$ cat src/rtl/adder_pkg.sv
// adder_pkg: shared word width, sequencer state type and index-width helper
package adder_pkg;
  localparam int WORD_W = 16;
  typedef enum logic {IDLE, BUSY} state_t;
  function automatic int cnt_w(int n);
    return (n > 1) ? $clog2(n) : 1;
  endfunction
endpackage

$ cat src/rtl/mw_add_seq_if.sv
// mw_add_seq_if: operand-word input stream and sum-word output stream of the sequencer
// master: upstream/downstream side (drives in_*, op_cin, out_ready); slave: the sequencer
interface mw_add_seq_if
  import adder_pkg::*;
#(
  parameter int MAX_WORDS = 4,
  parameter int CNT_W     = cnt_w(MAX_WORDS)
);
  logic              in_valid;
  logic              in_ready;
  logic [WORD_W-1:0] in_a;
  logic [WORD_W-1:0] in_b;
  logic              in_last;
  logic              op_cin;
  logic              out_valid;
  logic              out_ready;
  logic [WORD_W-1:0] out_sum;
  logic [CNT_W-1:0]  out_idx;
  logic              out_last;
  logic              out_cout;
  logic              out_overflow;
  logic              err_len;
  modport master (
    output in_valid, in_a, in_b, in_last, op_cin, out_ready,
    input  in_ready, out_valid, out_sum, out_idx, out_last, out_cout, out_overflow, err_len
  );
  modport slave (
    input  in_valid, in_a, in_b, in_last, op_cin, out_ready,
    output in_ready, out_valid, out_sum, out_idx, out_last, out_cout, out_overflow, err_len
  );
endinterface

$ cat src/rtl/adder_16bit.sv
// adder_16bit: one word of the chained add, with carry-out and signed overflow
// ports: a, b, cin in; sum, cout, overflow out
module adder_16bit
  import adder_pkg::*;
(
  input  logic [WORD_W-1:0] a,
  input  logic [WORD_W-1:0] b,
  input  logic              cin,
  output logic [WORD_W-1:0] sum,
  output logic              cout,
  output logic              overflow
);
  assign {cout, sum} = a + b + {{WORD_W{1'b0}}, cin};
  assign overflow = (a[WORD_W-1] == b[WORD_W-1]) && (sum[WORD_W-1] != a[WORD_W-1]);
endmodule

$ cat src/rtl/mw_add_seq.sv
// mw_add_seq: multi-word add sequencer chaining adder_16bit carries into a registered sum stream
// ports: clk, rst (async active-high), bus (mw_add_seq_if.slave: operand stream in, sum stream out, sticky err_len)
module mw_add_seq
  import adder_pkg::*;
#(
  parameter int MAX_WORDS = 4
) (
  input logic         clk,
  input logic         rst,
  mw_add_seq_if.slave bus
);
  localparam int CNT_W = cnt_w(MAX_WORDS);
  state_t            r_state;
  logic              r_carry;
  logic [CNT_W-1:0]  r_cnt;
  logic              r_valid;
  logic [WORD_W-1:0] r_sum;
  logic [CNT_W-1:0]  r_idx;
  logic              r_last;
  logic              r_cout;
  logic              r_ovf;
  logic              r_err;
  logic              w_acc;
  logic              w_cin;
  logic [CNT_W-1:0]  w_idx;
  logic              w_full;
  logic              w_last;
  logic [WORD_W-1:0] w_sum;
  logic              w_cout;
  logic              w_ovf;
  assign bus.in_ready = !rst && (!r_valid || bus.out_ready);
  assign w_acc  = bus.in_valid && bus.in_ready;
  assign w_cin  = (r_state == IDLE) ? bus.op_cin : r_carry;
  assign w_idx  = (r_state == IDLE) ? '0 : r_cnt;
  // in IDLE the index is 0, so this also covers a single-word MAX_WORDS
  assign w_full = (w_idx == CNT_W'(MAX_WORDS - 1));
  assign w_last = bus.in_last || w_full;
  adder_16bit u_add (
    .a(bus.in_a), .b(bus.in_b), .cin(w_cin),
    .sum(w_sum), .cout(w_cout), .overflow(w_ovf)
  );
  always_ff @(posedge clk or posedge rst) begin
    if (rst) begin
      r_state <= IDLE;
      r_carry <= 1'b0;
      r_cnt   <= '0;
      r_valid <= 1'b0;
      r_sum   <= '0;
      r_idx   <= '0;
      r_last  <= 1'b0;
      r_cout  <= 1'b0;
      r_ovf   <= 1'b0;
      r_err   <= 1'b0;
    end else if (w_acc) begin
      r_state <= w_last ? IDLE : BUSY;
      r_carry <= !w_last && w_cout;
      r_cnt   <= w_last ? '0 : CNT_W'(w_idx + 1'b1);
      r_valid <= 1'b1;
      r_sum   <= w_sum;
      r_idx   <= w_idx;
      r_last  <= w_last;
      r_cout  <= w_last && w_cout;
      r_ovf   <= w_last && w_ovf;
      if (w_full && !bus.in_last) r_err <= 1'b1;
    end else if (bus.out_ready) begin
      r_valid <= 1'b0;
    end
  end
  assign bus.out_valid    = r_valid;
  assign bus.out_sum      = r_sum;
  assign bus.out_idx      = r_idx;
  assign bus.out_last     = r_last;
  assign bus.out_cout     = r_cout;
  assign bus.out_overflow = r_ovf;
  assign bus.err_len      = r_err;
endmodule

$ cat src/flat_wrapper.sv
// flat-port wrapper written by rule: the top's interface ports become plain ports
module mw_add_seq_flat import adder_pkg::*;
#(
  parameter int MAX_WORDS = 4
)
  (clk, rst, bus_in_valid, bus_in_a, bus_in_b, bus_in_last, bus_op_cin, bus_out_ready, bus_in_ready, bus_out_valid, bus_out_sum, bus_out_idx, bus_out_last, bus_out_cout, bus_out_overflow, bus_err_len);
  mw_add_seq_if #(.MAX_WORDS(MAX_WORDS)) bus_i ();
  input logic clk;
  input logic rst;
  input wire logic [$bits(bus_i.in_valid)-1:0] bus_in_valid;
  input wire logic [$bits(bus_i.in_a)-1:0] bus_in_a;
  input wire logic [$bits(bus_i.in_b)-1:0] bus_in_b;
  input wire logic [$bits(bus_i.in_last)-1:0] bus_in_last;
  input wire logic [$bits(bus_i.op_cin)-1:0] bus_op_cin;
  input wire logic [$bits(bus_i.out_ready)-1:0] bus_out_ready;
  output wire logic [$bits(bus_i.in_ready)-1:0] bus_in_ready;
  output wire logic [$bits(bus_i.out_valid)-1:0] bus_out_valid;
  output wire logic [$bits(bus_i.out_sum)-1:0] bus_out_sum;
  output wire logic [$bits(bus_i.out_idx)-1:0] bus_out_idx;
  output wire logic [$bits(bus_i.out_last)-1:0] bus_out_last;
  output wire logic [$bits(bus_i.out_cout)-1:0] bus_out_cout;
  output wire logic [$bits(bus_i.out_overflow)-1:0] bus_out_overflow;
  output wire logic [$bits(bus_i.err_len)-1:0] bus_err_len;
  assign bus_i.in_valid = bus_in_valid;
  assign bus_i.in_a = bus_in_a;
  assign bus_i.in_b = bus_in_b;
  assign bus_i.in_last = bus_in_last;
  assign bus_i.op_cin = bus_op_cin;
  assign bus_i.out_ready = bus_out_ready;
  assign bus_in_ready = bus_i.in_ready;
  assign bus_out_valid = bus_i.out_valid;
  assign bus_out_sum = bus_i.out_sum;
  assign bus_out_idx = bus_i.out_idx;
  assign bus_out_last = bus_i.out_last;
  assign bus_out_cout = bus_i.out_cout;
  assign bus_out_overflow = bus_i.out_overflow;
  assign bus_err_len = bus_i.err_len;
  mw_add_seq #(.MAX_WORDS(MAX_WORDS)) u_core (.clk(clk), .rst(rst), .bus(bus_i));
endmodule
$ cat config.mk
export PLATFORM = sky130hd
export DESIGN_NAME = mw_add_seq_flat
export DESIGN_NICKNAME = d
export VERILOG_FILES = /design/src/rtl/adder_pkg.sv /design/src/rtl/mw_add_seq_if.sv /design/src/rtl/adder_16bit.sv /design/src/rtl/mw_add_seq.sv /design/src/flat_wrapper.sv
export SDC_FILE = /design/constraint.sdc
export NUM_CORES = 1
export LEC_CHECK = 0
export CORE_MARGIN = 4
export CORE_UTILIZATION = 40
export DETAILED_ROUTE_END_ITERATION = 16
export PLACE_DENSITY = 0.67
export SYNTH_ARGS = -nofsm -noshare
export SYNTH_HDL_FRONTEND = slang
export SYNTH_HIERARCHICAL = 1
export SYNTH_SLANG_ARGS = --single-unit
$ cat constraint.sdc
create_clock -name clk -period 8 [get_ports clk]
set_input_delay 1.2 -clock clk [delete_from_list [all_inputs] [get_ports clk]]
set_output_delay 1.2 -clock clk [all_outputs]
set_load 0.02 [all_outputs]
==> summary.txt, run 1 <==
Synth Cell Area: 1964 um2
Clock Path Buffers: 2
GRT Util Overall: 0.1318
Sink Count: 27
Fin. Hold Viols: 0
Max-Cap Viols: 0
post-synth top area cell: dfrtp_1
# H-tree levels: 1
multi-input logic area: 1212 um2
Antenna Nets Post-Route: 0
DR vias/cell: 4.911
CTS Buf Count: 3
most frequent cell after synthesis: dfrtp_1
gpl congestion: 0.7184
Worst-Skew Late Latency: 0.27 ns
number of fill cells in the layout: 441
post-route cell area: 2663 um2
routed via count: 1483
post-synth top area share: 0.3439
Pwr per Cell Area: 206.7 nW/um2
Rows: 25
syn_nets: 229
largest net degree at the start of global routing: 28
DP Worst Slack: 3.561 ns
HPWL after detailed placement: 3134 um
worst-margin pin slew: 0.9822 ns
final non-filler cell total: 302
post-synthesis async set-or-reset flop share: 1.000
TritonRoute pass-1 iters: 4
cell count after synthesis: 173
syn_area_per_cell: 11.35 um2
Post-CTS Resized: 0
global-route wire length before repair: 6693 um
r2r setup slk: 4.64 ns
crit path launch type: primary input
Core Region: 4755 um2
Synth area leaders: dfrtp_1 34%, mux2_4 12%, ha_1 10%, mux2_2 4.6%, xnor2_1 4.0%
Avg WL per Cell: 12.70 um
Seq/Total Area, Yosys: 0.3439
final wirelength: 3835 um
Hold WC Path Type: reg -> reg
Setup WS post-layout: 3.796 ns
ant diodes: 0
CTS tree: built
CP Data Required Time: 8.16 ns
Port Buffers: 61
Setup Crit Path Kind: in -> reg
number of synthesized register bits: 27
area grow syn2layout: 35.54%
Cell variety after synth: 40
minimum clock period after layout: 4.204 ns
initial antenna violation count: 0
CP arrival: 4.37 ns
RSZ-0062 raised after global routing: no
Top Usage Layer GRT: met2
Final TNS setup: 0 ns
status: finished, final reports clean
fin. max-slew vios: 0
placed inst area: 2616 um2
commonest cells in the netlist: 27 x dfrtp_1, 16 x ha_1, 16 x mux2_4
GRT overflow: 0
Root Driver: clkbuf_8
Placed Cells: 298
Setup Viol. Count Final: 0
Layout Skew: 0.001637 ns
fin crit share: 0.5255
endpoint class of the critical path: register
vias in the first global route: 1460
met1 Use GR: 0.1821
share of post-route cells with drive strength above 1: 0.1532
full die area: 6096 um2
initial DRC count: 68
Initial Utilization: 0.4132
Slew Limit Headroom: 0.3445
crit path max fanout: 3
nets: 292
maximum vdd drop: 0.00008186 V
Hold-fix buffers, CTS: 0
CTS clk-pin slew, worst paths: 0.09 ns
fmax: 237.9 MHz
number of enable flip-flop cells after synthesis: 0
Residual DRC: 0
Post-CTS Setup Repair Bufs: 0
grt met2 use: 0.2226
Die Y: 78.08 um
top flip-flop cell by instance count after synthesis: dfrtp_1
leakage power: 1.182 nW
Storage cell area: 675.6 um2
Warnings, synthesis: 6
io pins: 62
die width: 78.08 um
GR met3 Demand/Resource: 0.01606
==> worst max-delay path, cell delays in order <==
cell,delay (ns)
clkdlybuf4s50_1,0.41
mux2_2,0.27
fa_1,0.43
fa_1,0.44
a211oi_1,0.39
o21ai_0,0.23
a31oi_1,0.27
o21ai_0,0.13
a21o_1,0.20
nor2b_1,0.12
mux2_2,0.27
==> routing by layer <==
| layer | wire length, um | up-vias | part of all wire |
|---|---|---|---|
| met1 | 1862 | 690 | 0.49 |
| met2 | 1786 | 32 | 0.47 |
| met3 | 168 | 2 | 0.044 |
| met4 | 17 | 0 | 0.0044 |
| met5 | 0 | - | 0 |
| li1 | - | 759 | - |
==> layout by cell type, fill, tap and decap left out, types with 2 or more instances in the layout <==
cell type	netlist	layout
clkdlybuf4s50_1	0	61
dfrtp_1	27	27
mux2_4	16	16
ha_1	16	16
a21oi_1	11	11
o21ai_0	10	10
xnor2_1	9	9
nor2_1	8	8
mux2_2	8	8
nand2_1	8	8
inv_1	7	7
a21o_1	6	6
xor2_1	4	4
clkbuf_8	0	3
nor2b_1	3	3
mux2i_1	3	3
o21bai_1	3	3
a31oi_1	3	3
and2_1	2	2
a211oi_1	2	2
nand3_1	2	2
o211ai_2	2	2
and3_1	2	2
fa_1	2	2
==> cell type report <==
class | count | area share
clock buffer | 3 | 0.01551
clock inverter | 1 | 0.001880
inverter | 7 | 0.009868
multi-input combinational | 135 | 0.4554
sequential | 27 | 0.2538
tap | 67 | 0.03149
timing repair buffer | 62 | 0.2321
==> kinds of logic after synthesis <==
group                      share of synthesized area
muxes                                         0.1834
and+or+nand+nor                              0.08089
xor gates and xnor gates                     0.05796
buffers and inverters                        0.04204
AOI/OAI and AO/OA                             0.1694
adders and majority gates                     0.1223
DFF                                           0.3440
==> worst paths after layout <==
kind,start,endpoint,cells past startpoint
worst min-delay path,u_core/bus.err_len$_DFFE_PP0P_,u_core/bus.err_len$_DFFE_PP0P_,1
worst max-delay path,bus_op_cin,u_core/bus.out_cout$_DFFE_PP0P_,11
min in group asynchronous,rst,u_core/bus.err_len$_DFFE_PP0P_,2
max in group asynchronous,rst,u_core/bus.out_sum[8]$_DFFE_PP0P_,2
worst max register to register,u_core/r_state$_DFFE_PP0P_,u_core/bus.out_cout$_DFFE_PP0P_,10
worst min register to register,u_core/bus.err_len$_DFFE_PP0P_,u_core/bus.err_len$_DFFE_PP0P_,1
==> where the power goes <==
| part | leakage (nW) | switching [mW] | internal (mW) | total, mW |
|---|---|---|---|---|
| logic | 0.827 | 0.120 | 0.154 | 0.275 |
| registers | 0.329 | 0.0234 | 0.176 | 0.199 |
| clock network | 0.0255 | 0.0412 | 0.0348 | 0.0760 |
==> registers in the layout, indices dropped and copies added, names as in the netlist <==
register and cells:
u_core/r_state 1, u_core/bus.err_len 1, u_core/bus.out_sum 16, u_core/r_cnt 2
u_core/bus.out_overflow 1, u_core/bus.out_last 1, u_core/r_carry 1, u_core/bus.out_cout 1
u_core/bus.out_idx 2, u_core/bus.out_valid 1
==> per-stage QoR <==
step                hold WS (ns)    util  power (mW)
detailed placement        0.4585  0.5503      0.4801
CTS                       0.4794  0.5600      0.5569
floorplan                 0.4740       -      0.3655
finish                    0.4747  0.5600      0.5503
global placement          0.4546  0.5503      0.4774
global route              0.5233  0.5600      0.5851
Power figures use the tool's default switching activity.
==> run 2: changes to the inputs <==
PLACE_DENSITY = 0.69   (was 0.67)
clock period = 3.45 ns   (was 8 ns; I/O delays follow)
==> run 2 against run 1 <==
Against the previous run:
- clock skew rose by 0.0024 ns
- via count up 3.0%
- critical path depth unchanged
- non-clock buffer count grew 8
- sequential share of layout area is 0.59 points lower
- combinational power is 140% higher
- count of clock-buffer cells in the layout grew 1
- hold slack worse by 0.0068 ns
- global-route usage increased by 0.93 points
- wire length is 4.7% higher
- largest cell class unchanged
- highest routed layer unchanged
==> summary.txt, run 2 (same netlist as run 1, synthesis figures left out) <==
most frequent cells in the layout: 61 x clkdlybuf4s50_1, 27 x dfrtp_1, 16 x mux2_4, 16 x ha_1, 11 x a21oi_1
largest net degree at the start of global routing: 28
commonest non-fill, non-tap cell in the layout: clkdlybuf4s50_1
Core Region: 4755 um2
Pwr per Cell Area: 474.7 nW/um2
Worst R2R Path Depth: 10
hold depth: 1
ant diodes: 0
global-route wire length before repair: 7120 um
GRT overflow: 0
leakage power: 1.218 nW
Worst-Skew Late Latency: 0.27 ns
io pins: 62
CTS tree: built
fin. max-slew vios: 0
worst path cell trace: clkdlybuf4s50_1, mux2_2, fa_1, fa_1, a211oi_2, o21ai_1, a31oi_1, o21ai_0, a21o_1, nor2b_1, mux2_2
Hold Crit Endpoint: u_core/bus.err_len$_DFFE_PP0P_
fin crit share: 0.9334
gpl congestion: 0.7903
Root Driver: clkbuf_8
crit path launch type: primary input
hold_sp: u_core/bus.err_len$_DFFE_PP0P_
CTS Buf Count: 3
fmax: 310.5 MHz
maximum vdd drop: 0.0001879 V
Fin. Hold Viols: 0
nets: 300
Clock power frac: 0.138
RSZ-0062 raised after global routing: no
CP Data Required Time: 3.61 ns
internal power: 0.8613 mW
R2R Path Start: u_core/r_state$_DFFE_PP0P_
Setup Viol. Count Final: 0
final wirelength: 4017 um
area grow syn2layout: 38.79%
met1 wire length: 1897 um
Residual DRC: 0
TritonRoute pass-1 iters: 4
initial DRC count: 47
routed via count: 1528
Layout Skew: 0.004004 ns
number of fill cells in the layout: 438
Rows: 25
Seq pwr share: 0.356
GRT Util Overall: 0.1410
Crit-path slowest cell: fa_1
endpoint class of the critical path: register
Port Buffers: 61
reg-to-reg endpoint: u_core/bus.out_cout$_DFFE_PP0P_
Initial Utilization: 0.4132
full die area: 6096 um2
DP Worst Slack: -0.1333 ns
Largest register FFs: 16
Sink Count: 27
Comb power frac: 0.506
DR vias/cell: 4.929
r2r setup slk: 0.39 ns
Clock Path Buffers: 2
die width: 78.08 um
HPWL after detailed placement: 3241 um
multi-input logic area: 1217 um2
switching power: 0.4330 mW
CTS clk-pin slew, worst paths: 0.09 ns
WP buf/inv: 1
share of post-route cells with drive strength above 1: 0.1811
CP arrival: 3.38 ns
switching part of the total: 0.3346
Setup WS post-layout: 0.2296 ns
Final TNS setup: 0 ns
Hold WC Path Type: reg -> reg
# H-tree levels: 1
Die Y: 78.08 um
placed inst area: 2669 um2
post-route cell area: 2726 um2
Max Used Layer: met4
Avg WL per Cell: 12.96 um
Storage cell area: 675.6 um2
slowest stage delay, CP: 0.41 ns
minimum clock period after layout: 3.220 ns
Setup Crit Path Kind: in -> reg
Antenna Nets Post-Route: 0
worst-margin pin slew: 1.029 ns
crit path max fanout: 3
Hold-fix buffers, CTS: 0
met3 routed WL: 188 um
vias in the first global route: 1518
Max-Cap Viols: 0
top cell family by delay on the critical path: compound AO/OA/AOI/OAI gates
WL met2: 1917 um
initial antenna violation count: 0
status: finished, final reports clean
Final Util: 0.5734
Slew Limit Headroom: 0.3131
[run 2: worst max-delay path by stage]
stage	from	end	slack (ns)	depth (start not counted)
after global placement	bus_op_cin	u_core/bus.out_cout$_DFFE_PP0P_	-0.09	11
final	bus_op_cin	u_core/bus.out_cout$_DFFE_PP0P_	0.23	11
after global routing	bus_op_cin	u_core/bus.out_cout$_DFFE_PP0P_	0.04	11
after detailed placement	bus_op_cin	u_core/bus.out_cout$_DFFE_PP0P_	-0.13	11
after floorplan	bus_op_cin	u_core/bus.out_cout$_DFFE_PP0P_	0.40	10
after CTS	bus_op_cin	u_core/bus.out_cout$_DFFE_PP0P_	0.14	11
[run 2: cell type report]
class                   count  area share
inverters                   7    0.009637
multi-input cells         135      0.4465
clock buffers               4     0.01652
repair buffers             70      0.2487
well taps                  67     0.03075
flip-flops and latches     27      0.2478
[run 2: what timing repair did]
action | CTS | global route
resized for setup | 0 | 2
buffers inserted | 0 | 1
setup endpoints to repair | 0 | 3
[run 2: power by group through the flow]
stage          logic [mW]  registers (mW)  clock network, mW
2_1_floorplan       0.286           0.561                  0
3_3_place_gp        0.650           0.466                  0
3_5_place_dp        0.657           0.467                  0
4_1_cts             0.658           0.463              0.185
5_1_grt             0.707           0.475              0.200
6_report            0.655           0.461              0.179
[run 2: metal layers]
| layer | GRT usage | vias up |
|---|---|---|
| li1 | - | 773 |
| met1 | 0.1974 | 713 |
| met2 | 0.2303 | 40 |
| met3 | 0.02179 | 2 |
| met4 | 0.03147 | 0 |
| met5 | 0 | - |
[run 2: through the flow]
step | instances | total power, mW | hold WS [ns]
2_1_floorplan | 173 | 0.8475 | 0.4740
3_3_place_gp | 305 | 1.116 | 0.4522
3_5_place_dp | 305 | 1.124 | 0.4547
4_1_cts | 309 | 1.306 | 0.4767
5_1_grt | 310 | 1.382 | 0.5278
6_report | 310 | 1.294 | 0.4679
==> run 3: changes to the inputs <==
REMOVE_ABC_BUFFERS = 1   (was unset)
SLEW_MARGIN = 10   (was unset)
==> run 3 against run 2 <==
Against the previous run:
- global-route usage shrank 0.54 points
- wire length grew 1.3%
- sequential power is essentially flat
- highest routed layer unchanged
- sequential share of layout area grew 0.13 points
- register-to-register slack lost 0.09 ns
- core utilization shrank 0.29 points
- critical endpoint unchanged
- flip-flop and latch count is the same
==> summary.txt, run 3 (same netlist as run 1, synthesis figures left out) <==
status: finished, final reports clean
die width: 78.08 um
CP Data Required Time: 3.62 ns
largest net degree at the start of global routing: 28
Port Buffers: 61
Slew Limit Headroom: 0.3350
global-route wire length before repair: 6837 um
full die area: 6096 um2
Antenna Nets Post-Route: 0
ant diodes: 0
fin crit share: 0.9527
Max-Cap Viols: 0
DR vias/cell: 4.968
TritonRoute pass-1 iters: 4
Overall Power: 1.297 mW
CTS clk-pin slew, worst paths: 0.09 ns
CP arrival: 3.45 ns
leakage power: 1.212 nW
Avg WL per Cell: 13.22 um
Clock Path Buffers: 2
CTS tree: built
initial antenna violation count: 0
commonest non-fill, non-tap cell in the layout: clkdlybuf4s50_1
Worst-Skew Late Latency: 0.27 ns
crit path launch type: primary input
fin. max-slew vios: 0
Core Region: 4755 um2
io pins: 62
maximum vdd drop: 0.0001609 V
minimum clock period after layout: 3.287 ns
share of post-route cells with drive strength above 1: 0.1784
final non-filler cell total: 308
routed via count: 1530
GRT Util Overall: 0.1357
Final TNS setup: 0 ns
gpl congestion: 0.7914
worst-margin pin slew: 0.9964 ns
Hold WC Path Type: reg -> reg
initial DRC count: 73
# H-tree levels: 1
vias in the first global route: 1497
r2r setup slk: 0.30 ns
GRT overflow: 0
Largest register FFs: 16
Placed Cells: 303
final wirelength: 4071 um
Setup WS post-layout: 0.1632 ns
Fin. Hold Viols: 0
DP Worst Slack: -0.1742 ns
CTS Buf Count: 3
endpoint class of the critical path: register
Hold-fix buffers, CTS: 0
Setup Viol. Count Final: 0
most frequent cells in the layout: 61 x clkdlybuf4s50_1, 27 x dfrtp_1, 16 x mux2_4, 16 x ha_1, 11 x a21oi_1
HPWL after detailed placement: 3294 um
Rows: 25
nets: 298
fmax: 304.2 MHz
Sink Count: 27
area grow syn2layout: 38.09%
Root Driver: clkbuf_8
Pwr per Cell Area: 478.3 nW/um2
Final Util: 0.5705
Layout Skew: 0.003976 ns
Initial Utilization: 0.4132
Setup Crit Path Kind: in -> reg
Die Y: 78.08 um
Residual DRC: 0
crit path max fanout: 3
==> run 3: cell count changes in the layout (fill, tap and decap cells not counted), sizes merged <==
cell,change
buf,-2
clkbuf,-1
clkinv,+1
==> run 3: worst paths after layout <==
check / startpoint / endpoint / cells after the start
worst max-delay path: bus_op_cin / u_core/bus.out_cout$_DFFE_PP0P_ / 11
worst min register to register: u_core/bus.err_len$_DFFE_PP0P_ / u_core/bus.err_len$_DFFE_PP0P_ / 1
worst max register to register: u_core/r_state$_DFFE_PP0P_ / u_core/bus.out_cout$_DFFE_PP0P_ / 10
max in group asynchronous: rst / u_core/bus.out_sum[8]$_DFFE_PP0P_ / 2
worst min-delay path: u_core/bus.err_len$_DFFE_PP0P_ / u_core/bus.err_len$_DFFE_PP0P_ / 1
min in group asynchronous: rst / u_core/bus.out_sum[5]$_DFFE_PP0P_ / 2
==> run 3: critical path: stages <==
cell             delay, ns
clkdlybuf4s50_1       0.40
mux2_2                0.27
fa_1                  0.41
fa_1                  0.42
a211oi_2              0.26
o21ai_0               0.20
a31oi_1               0.25
o21ai_0               0.12
a21o_1                0.20
nor2b_1               0.12
mux2_2                0.28
==> run 3: per-stage QoR <==
step	instance area, um2	hold slack [ns]
global route	2713	0.5141
finish	2713	0.4695
detailed placement	2654	0.4547
CTS	2700	0.4762
floorplan	1908	0.4741
global placement	2654	0.4457
==> run 3: final cells by class <==
class / count / area (um2)
fillers: 450 / 2042
multi-input cells: 135 / 1217
flip-flops and latches: 27 / 675.6
repair buffers: 68 / 663.1
well taps: 67 / 83.83
clock buffers: 3 / 41.29
inverters: 7 / 26.28
clock inverters: 1 / 5.005
==> run 3: timing repair <==
| action | CTS | global route |
|---|---|---|
| resized for setup | 0 | 1 |
| setup buffers | 0 | 1 |
| setup endpoints to repair | 0 | 1 |
==> run 3: routing by layer <==
layer	up-vias	part of all wire	global-route usage
met2	40	0.47	0.2269
met4	0	0.011	0.04720
met1	720	0.48	0.1808
met5	-	0	0
li1	766	-	-
met3	4	0.044	0.01720
==> run 3: where the power goes <==
group / switching [mW] / internal, mW
Combinational: 0.286 / 0.369
Clock: 0.0993 / 0.0810
Sequential: 0.0545 / 0.408
Total: 0.440 / 0.858
